## config.mk

```make
export PLATFORM = sky130hd
export DESIGN_NAME = mst_imp_dma
export DESIGN_NICKNAME = d
export VERILOG_FILES = /design/src/rtl/mst_imp_dma.sv
export SDC_FILE = /design/constraint.sdc
export NUM_CORES = 2
export LEC_CHECK = 0
export ABC_AREA = 1
export BUFFER_PORTS_ARGS = -buffer_cell sky130_fd_sc_hd__buf_2
export CORE_MARGIN = 8
export CORE_UTILIZATION = 35
export DETAILED_ROUTE_END_ITERATION = 7
export PLACE_DENSITY = 0.61
export SKIP_LAST_GASP = 1
export SLEW_MARGIN = 10
export SYNTH_ARGS = -nofsm -noshare
export SYNTH_HDL_FRONTEND = slang
export SYNTH_SLANG_ARGS = --single-unit
export TNS_END_PERCENT = 10
```

## constraint.sdc

```tcl
create_clock -name clk -period 9.1 [get_ports clk]
set_input_delay 0.455 -clock clk [delete_from_list [all_inputs] [get_ports clk]]
set_output_delay 0.455 -clock clk [all_outputs]
set_load 0.03 [all_outputs]
```

## src/rtl/mst_imp_dma.sv

```systemverilog
// mst_imp_dma: AXI-Lite master copying a 2-D rectangle of beats from src to dst.
// Ports: clk/PoR_rst_n; start + geometry/address config in; busy/done/err out;
//   AR/R read channel and AW/W/B write channel (AXI-Lite, one beat per transfer).
module mst_imp_dma #(
  parameter int ADDR_W     = 32,
  parameter int DATA_W     = 32,
  parameter int FIFO_DEPTH = 8,
  parameter int DIM_W      = 8
) (
  input  logic                clk,
  input  logic                PoR_rst_n,
  input  logic                start,
  input  logic [DIM_W-1:0]    hsize,
  input  logic [DIM_W-1:0]    vsize,
  input  logic [DIM_W-1:0]    src_minx,
  input  logic [DIM_W-1:0]    src_miny,
  input  logic [DIM_W-1:0]    dst_minx,
  input  logic [DIM_W-1:0]    dst_miny,
  input  logic [ADDR_W-1:0]   src_baddr,
  input  logic [ADDR_W-1:0]   dst_baddr,
  input  logic [ADDR_W-1:0]   src_pitch,
  input  logic [ADDR_W-1:0]   dst_pitch,
  output logic                busy,
  output logic                done,
  output logic                err,
  output logic                ar_valid,
  input  logic                ar_ready,
  output logic [ADDR_W-1:0]   ar_addr,
  output logic [2:0]          ar_prot,
  input  logic                r_valid,
  output logic                r_ready,
  input  logic [DATA_W-1:0]   r_data,
  input  logic [1:0]          r_resp,
  output logic                aw_valid,
  input  logic                aw_ready,
  output logic [ADDR_W-1:0]   aw_addr,
  output logic [2:0]          aw_prot,
  output logic                w_valid,
  input  logic                w_ready,
  output logic [DATA_W-1:0]   w_data,
  output logic [DATA_W/8-1:0] w_strb,
  input  logic                b_valid,
  output logic                b_ready,
  input  logic [1:0]          b_resp
);

  localparam int BYTES = DATA_W / 8;
  localparam int PW    = $clog2(FIFO_DEPTH);
  localparam int CW    = PW + 1;

  typedef enum logic [1:0] {IDLE, RUN, FLUSH} state_t;

  state_t state, state_n;

  logic [DIM_W-1:0]  hs_q, vs_q;
  logic [DIM_W-1:0]  sx_q, sy_q, dx_q, dy_q;
  logic [ADDR_W-1:0] sb_q, db_q, sp_q, dp_q;

  logic [DIM_W-1:0]  rx, ry, wx, wy;

  logic [DATA_W-1:0] mem [FIFO_DEPTH];
  logic [PW-1:0]     wp, rp;
  logic [CW-1:0]     fcnt;
  // reads in flight plus FIFO occupancy; gates AR issue
  logic [CW-1:0]     cred;

  // act: current write beat still has AW or W pending
  logic act, aw_ok, w_ok, b_wait;

  logic accept, zero;
  logic ar_hs, r_hs, aw_hs, w_hs, b_hs;
  logic issue, beat, both_done;
  logic rx_last, ry_last, wx_last, wy_last;
  logic last_ar, last_b;

  function automatic logic [ADDR_W-1:0] beat_addr(
    input logic [ADDR_W-1:0] base,
    input logic [ADDR_W-1:0] pitch,
    input logic [DIM_W-1:0]  mx,
    input logic [DIM_W-1:0]  my,
    input logic [DIM_W-1:0]  x,
    input logic [DIM_W-1:0]  y
  );
    logic [ADDR_W-1:0] row, col;
    row = ADDR_W'({1'b0, my} + {1'b0, y});
    col = ADDR_W'({1'b0, mx} + {1'b0, x});
    return base + row * pitch + col * ADDR_W'(BYTES);
  endfunction

  assign accept = start && (state == IDLE);
  assign zero   = (hsize == '0) || (vsize == '0);

  assign busy    = (state != IDLE);
  assign r_ready = busy;
  assign b_ready = b_wait;
  assign ar_prot = 3'b000;
  assign aw_prot = 3'b000;
  assign w_strb  = '1;

  assign ar_valid = (state == RUN) && (cred < CW'(FIFO_DEPTH));
  assign ar_addr  = beat_addr(sb_q, sp_q, sx_q, sy_q, rx, ry);
  assign aw_addr  = beat_addr(db_q, dp_q, dx_q, dy_q, wx, wy);

  // a new write beat starts straight off a non-empty FIFO
  assign issue    = busy && !act && !b_wait && (fcnt != '0);
  assign beat     = issue || act;
  assign aw_valid = beat && !aw_ok;
  assign w_valid  = beat && !w_ok;
  assign w_data   = mem[rp];

  assign ar_hs = ar_valid && ar_ready;
  assign r_hs  = r_valid && r_ready;
  assign aw_hs = aw_valid && aw_ready;
  assign w_hs  = w_valid && w_ready;
  assign b_hs  = b_valid && b_ready;

  assign both_done = beat && (aw_ok || aw_hs) && (w_ok || w_hs);

  assign rx_last = (rx == hs_q - DIM_W'(1));
  assign ry_last = (ry == vs_q - DIM_W'(1));
  assign wx_last = (wx == hs_q - DIM_W'(1));
  assign wy_last = (wy == vs_q - DIM_W'(1));
  assign last_ar = ar_hs && rx_last && ry_last;
  assign last_b  = b_hs && wx_last && wy_last;

  always_comb begin
    state_n = state;
    unique case (state)
      IDLE:    if (start && !zero) state_n = RUN;
      RUN:     if (last_ar) state_n = FLUSH;
      FLUSH:   if (last_b) state_n = IDLE;
      default: state_n = IDLE;
    endcase
  end

  always_ff @(posedge clk or negedge PoR_rst_n) begin
    if (!PoR_rst_n) state <= IDLE;
    else            state <= state_n;
  end

  always_ff @(posedge clk or negedge PoR_rst_n) begin
    if (!PoR_rst_n) begin
      hs_q <= '0; vs_q <= '0;
      sx_q <= '0; sy_q <= '0;
      dx_q <= '0; dy_q <= '0;
      sb_q <= '0; db_q <= '0;
      sp_q <= '0; dp_q <= '0;
    end else if (accept) begin
      hs_q <= hsize;     vs_q <= vsize;
      sx_q <= src_minx;  sy_q <= src_miny;
      dx_q <= dst_minx;  dy_q <= dst_miny;
      sb_q <= src_baddr; db_q <= dst_baddr;
      sp_q <= src_pitch; dp_q <= dst_pitch;
    end
  end

  always_ff @(posedge clk or negedge PoR_rst_n) begin
    if (!PoR_rst_n) begin
      rx <= '0; ry <= '0;
      wx <= '0; wy <= '0;
    end else if (accept) begin
      rx <= '0; ry <= '0;
      wx <= '0; wy <= '0;
    end else begin
      if (ar_hs) begin
        if (rx_last) begin
          rx <= '0;
          ry <= ry + DIM_W'(1);
        end else begin
          rx <= rx + DIM_W'(1);
        end
      end
      if (b_hs) begin
        if (wx_last) begin
          wx <= '0;
          wy <= wy + DIM_W'(1);
        end else begin
          wx <= wx + DIM_W'(1);
        end
      end
    end
  end

  always_ff @(posedge clk) begin
    if (r_hs) mem[wp] <= r_data;
  end

  always_ff @(posedge clk or negedge PoR_rst_n) begin
    if (!PoR_rst_n) begin
      wp   <= '0;
      rp   <= '0;
      fcnt <= '0;
      cred <= '0;
    end else begin
      if (r_hs) wp <= wp + PW'(1);
      if (w_hs) rp <= rp + PW'(1);
      fcnt <= fcnt + CW'(r_hs) - CW'(w_hs);
      cred <= cred + CW'(ar_hs) - CW'(w_hs);
    end
  end

  always_ff @(posedge clk or negedge PoR_rst_n) begin
    if (!PoR_rst_n) begin
      act    <= 1'b0;
      aw_ok  <= 1'b0;
      w_ok   <= 1'b0;
      b_wait <= 1'b0;
    end else if (accept) begin
      act    <= 1'b0;
      aw_ok  <= 1'b0;
      w_ok   <= 1'b0;
      b_wait <= 1'b0;
    end else begin
      act <= beat && !both_done;
      if (both_done) begin
        aw_ok  <= 1'b0;
        w_ok   <= 1'b0;
        b_wait <= 1'b1;
      end else begin
        aw_ok <= aw_ok || aw_hs;
        w_ok  <= w_ok || w_hs;
        if (b_hs) b_wait <= 1'b0;
      end
    end
  end

  always_ff @(posedge clk or negedge PoR_rst_n) begin
    if (!PoR_rst_n) begin
      err  <= 1'b0;
      done <= 1'b0;
    end else begin
      if (accept)
        err <= 1'b0;
      else if ((r_hs && r_resp != 2'b00) ||
               (b_hs && b_resp != 2'b00))
        err <= 1'b1;
      done <= (state == FLUSH && last_b) ||
              (accept && zero);
    end
  end

endmodule

```

* Yosys cells after proc, flatten, opt, wreduce, memory -nomap -nowiden
Memory sizes are Yosys's and may differ from the RTL's.
Index checks and enable logic that the tools add are counted.
Widths: inputs -> output; s select.
** Cells by class
- Multipliers :: 2
- Eq/ne operators :: 9
- Muxes and demuxes :: 28
- $lt $le $gt $ge :: 1
- Reductions and logical operators :: 52
- $add $sub $neg :: 20
** Operator list (number)
- $mux 8 :: 12
- $add 32x11->32 :: 2
- $add 32x32->32 :: 2
- $mul 9x32->32 :: 2
- $add 8x8->9 :: 4
- $add 8x1->8 const B :: 4
- $eq 8x8->1 :: 4
- $logic_and 1x1->1 :: 24
- $logic_not 8->1 :: 2
- $reduce_bool 2->1 :: 8
- $sub 8x1->8 const B :: 2
- $mux 1 :: 12
- $add 4x1->4 :: 2
- $sub 4x1->4 :: 2
- $add 3x1->3 const B :: 2
- $logic_not 1->1 :: 6
- $logic_or 1x1->1 :: 6
- $mux 2 :: 3
- $pmux 2 s3 :: 1
- $lt 4x4->1 const B :: 1
- $ne 2x2->1 const B :: 2
- $reduce_and 2->1 :: 2
- $reduce_bool 4->1 :: 1
- $reduce_and 3->1 :: 1
- other kinds (5) :: 5
** Storage, ports and cells
- Memories :: 1
- Output and inout bits :: 114
- Logic and storage cells :: 138
- Input port bits :: 220
- Bits in writable memories :: 256
- Register bits after elaboration :: 230
** Memories
- mem :: depth 8, bits a word 32, read ports 1, clocked after Yosys merged registers in 0, wr ports 1, RTL line 61 : logic [DATA_W-1:0] mem [FIFO_DEPTH];

* Longest topological paths before layout
- Depth after elaboration :: 13
- Mapped depth :: 36
- Gate-level depth less buffers :: 35

* Least setup slack after synthesis
No wires, ideal clock.
- Path kind :: register to output
- From :: reg wy[0]
- To :: out aw_addr[30]
- Data required time :: 8645 ps
- Setup slack :: 2359 ps
- Data arrival time :: 6286 ps
- Cell stages (with the launch flop) :: 31
- Buffers on the path :: 2
- Path through :: dfrtp_1 ha_1 inv_1 fa_1 inv_1 nand3_1 nand2_2 nand2_1 nand2_1 nand2_1 nand2_1 buf_4 clkbuf_1 nor2_1 fa_1 fa_1 fa_1 fa_1 inv_1 fa_1 inv_1 ha_1 nand2_1 nor4_1 o21ai_0 nand3_1 nand3_1 nand2_1 nand4_1 nand3_1 xor2_1
** On the way
- Word-level cells in the longest chain between the ends :: 4
** RTL lines
- start: declaration :: RTL line 59 : logic [DIM_W-1:0] rx, ry, wx, wy;
- start signal: assignment :: RTL line 176 : wy <= wy + DIM_W'(1);
- $add 8x8->9 :: RTL line 85 : row = ADDR_W'({1'b0, my} + {1'b0, y});
- $mul 9x32->32 :: RTL line 87 : return base + row * pitch + col * ADDR_W'(BYTES);
- $add 32x32->32 :: RTL line 87
- $add 32x11->32 :: RTL line 87
- end: declaration :: RTL line 36 : output logic [ADDR_W-1:0] aw_addr,
Every way passes these cells.

* Worst setup path in the final report
- From :: reg wy[0]
- To :: out aw_addr[29]
The elaborated chain is that of the path after synthesis.

==> impl_metrics.json <==
{
  "end_kind": "primary output",
  "rsz0062_at_grt": "no",
  "vias": 29700,
  "cts.path.max_buffers": 3,
  "cp-start-kind": "register",
  "outcome": "completed",
  "vias_per_cell": 4.85,
  "netlist_area_sq_um": 38300,
  "crit_top_cell": "nand2_1",
  "synth_edf_count": 256,
  "timing.rr.end": "sb_q[6]",
  "relSlewSlack_pct": 34.1,
  "cts_root_buf": "clkbuf_16",
  "synth_top_family_by_area": "adder cells",
  "drt_iter0_markers": 2146,
  "portBuffers": 323,
  "ys_types": 54,
  "period_needed_ns": 8.39,
  "timing.rr.start": "state[1]",
  "hold_viol": 0,
  "place.gp.congestion": 0.906,
  "placed_area_sq_um": 41300,
  "drc_errors": 0,
  "io_pins": 334,
  "first_global_vias": 31000,
  "fp.coreArea_sq_um": 109000,
  "fin_area_sq_um": 44300,
  "final_antenna_net_count": 0,
  "ys.warnings.count": 0,
  "crit_path_top_delay_cell": "nand2_1",
  "post_drt_wl_per_cell_um": 18.2,
  "cp.required_ns": 8.65,
  "dp_hpwl_um": 83600,
  "hold_ws_ns": 0.0363,
  "synthAdderAreaFrac_pct": 28.9,
  "slowest_delay_ns": 0.59,
  "setup_viol": 0,
  "start_util_pct": 35.2,
  "cts_max_level": 2,
  "final_nets": 5480,
  "fmax_mhz": 119,
  "reg2reg_slack_ns": 5.63,
  "cap_viol_max_count": 0,
  "cp-endpoint": "aw_addr[29]",
  "grt_overflow": 0,
  "finalWirelength_um": 112000,
  "netlist_instances": 4273,
  "grt_use_total_pct": 18.4,
  "clock_skew_ns": 0.0438,
  "hold-path-cell-count": 3,
  "synth-simple-area-share_pct": 17.5,
  "cts_inserted_buffers": 61,
  "placementRows": 121,
  "synthFlopType": "edfxtp_1",
  "hp-class": "in2reg",
  "async_flop_share_pct": 47.3,
  "synth-seq-area-share_pct": 35.1,
  "area_growth_pct": 15.8,
  "dr.pass1.iters": 6,
  "cts_num_sinks": 486,
  "grt_max_degree": 94,
  "dieWidth_um": 347,
  "synth-seq-cells": 486,
  "synthMuxAreaShare_pct": 0.0262,
  "worstSetupPathType": "reg2out",
  "die_area_sq_um": 120000,
  "post-route-period-util_pct": 92.2,
  "antenna_found_initial": 25,
  "worstPathMaxFanout": 20,
  "drive_gt1_share_pct": 10.7,
  "synth_compound_area_share_pct": 6.79,
  "clk_latency_ns": 0.66,
  "clk_pin_slew_ns": 0.06,
  "cts_tree": "yes",
  "r2r_cells": 6,
  "grt_pass1_wl_um": 176000,
  "cts_resized": 0,
  "crit_start": "wy[0]",
  "cp_data_arrival_time_ns": 7.93,
  "slew_viol_final": 0,
  "worstMarginPinSlew_ns": 0.987,
  "die_y_um": 347,
  "postSynthAreaPerCell_sq_um": 8.96,
  "finalSetupTns_ns": 0,
  "synthXorXnorAreaFrac_pct": 2.90
}
[layer usage]
layer	GRT usage, %	up-vias	routed length (um)
li1	-	14000	-
met1	24.6	14600	48800
met2	30.2	893	51600
met3	3.65	194	7870
met4	5.38	16	3250
met5	0	-	103
[state kept, by name, summed over array words and instances (netlist names), 32 cells and up]
name,flops
db_q,32
dp_q,32
mem,256
sb_q,32
sp_q,32
[synth_stat cells, drive strengths merged (10+ instances only)]
cell type  instances  area [sq um]
nand2            996          3790
inv              720          2710
nor2             529          2000
fa               436          8730
o21ai            268          1360
edfxtp           256          7690
dfrtp            230          5760
ha               185          2310
clkbuf           124           465
a21oi             96           484
nand3             95           475
xor2              91           797
o22ai             40           250
a31oi             35           219
xnor2             35           314
buf               25           164
nand4             18           128
nor3              17          85.1
or2               11          68.8
a21o              10          75.1
[metrics by stage]
step | setup WS, ns | utilization [%] | instances
CTS | 0.680 | 40.7 | 6103
floorplan | 2.36 | - | 4281
global route | 0.170 | 40.7 | 6107
detailed placement | 1.44 | 38.0 | 5895
global placement | 1.47 | 38.0 | 5895
finish | 0.712 | 40.8 | 6117
[kinds of logic (layout without fill, tap and decap cells)]
| kind of cell | Yosys count | count (layout) |
|---|---|---|
| buffers and inverters | 873 | 1281 |
| flip-flops | 486 | 486 |
| AND/OR/NAND/NOR | 1688 | 1688 |
| adder cells (fa/ha/maj) | 621 | 621 |
| XOR/XNOR | 126 | 126 |
| other | 2 | 24 |
| AO/OA/AOI/OAI | 476 | 476 |
| multiplexers | 1 | 1 |
[how the worst min path moves through the flow]
stage                  startpoint  slack, ns  endpoint
floorplan               PoR_rst_n       0.16       act
global route        dst_pitch[16]       0.02  dp_q[16]
CTS                  dst_baddr[3]     0.0002   db_q[3]
global placement          cred[0]       0.46   cred[0]
detailed placement      PoR_rst_n       0.47  sb_q[19]
finish              dst_pitch[16]       0.04  dp_q[16]
[cell type report]
class / instances / area (sq um)
Antenna cell: 14 / 35.0
Multi-Input combinational cell: 2922 / 21500
Clock inverter: 35 / 384
Sequential cell: 486 / 13400
Tap cell: 1414 / 1770
Timing Repair Buffer: 444 / 2770
Fill cell: 10800 / 64400
Clock buffer: 78 / 1640
Inverter: 724 / 2730
[critical path: cells and delay by family, from the launching register on]
family	cells	cell delay (ns)
AOI/OAI and AO/OA	3	0.77
xor gates and xnor gates	1	0.13
adders and majority gates	8	3.41
buffers and inverters	5	0.46
DFF	1	0.46
and+or+nand+nor	14	2.02
[what timing repair did]
action,4_1_cts,5_1_grt
setup buffers,0,0
hold buffers,95,0
hold endpoints to repair,161,0
[layout by cell type (no fill, tap or decap), types with 8 or more instances in the layout]
master	netlist	final
o22ai_1	40	40
fa_1	436	436
ha_1	185	185
buf_4	12	26
a21o_1	10	10
nand3_1	95	95
nor2_2	5	13
nand4_1	17	17
nand2_1	979	978
edfxtp_1	256	256
nand2_2	15	15
inv_2	7	9
clkbuf_1	124	12
clkinv_1	4	14
dfrtp_1	230	228
a21oi_1	95	95
a31oi_1	35	35
clkbuf_16	0	61
o21ai_0	252	252
xor2_1	91	91
or2_2	11	11
nor3_1	17	17
diode_2	0	14
nor2_1	524	516
nand3b_1	9	9
buf_2	1	322
o21bai_1	8	8
xnor2_1	34	34
o21ai_1	12	12
inv_1	712	709
dlygate4sd3_1	0	95
conb_1	2	10
Power is left out: the tool's default activity adds up to more than one toggle a clock period on the data nets, which glitch-free logic cannot reach.
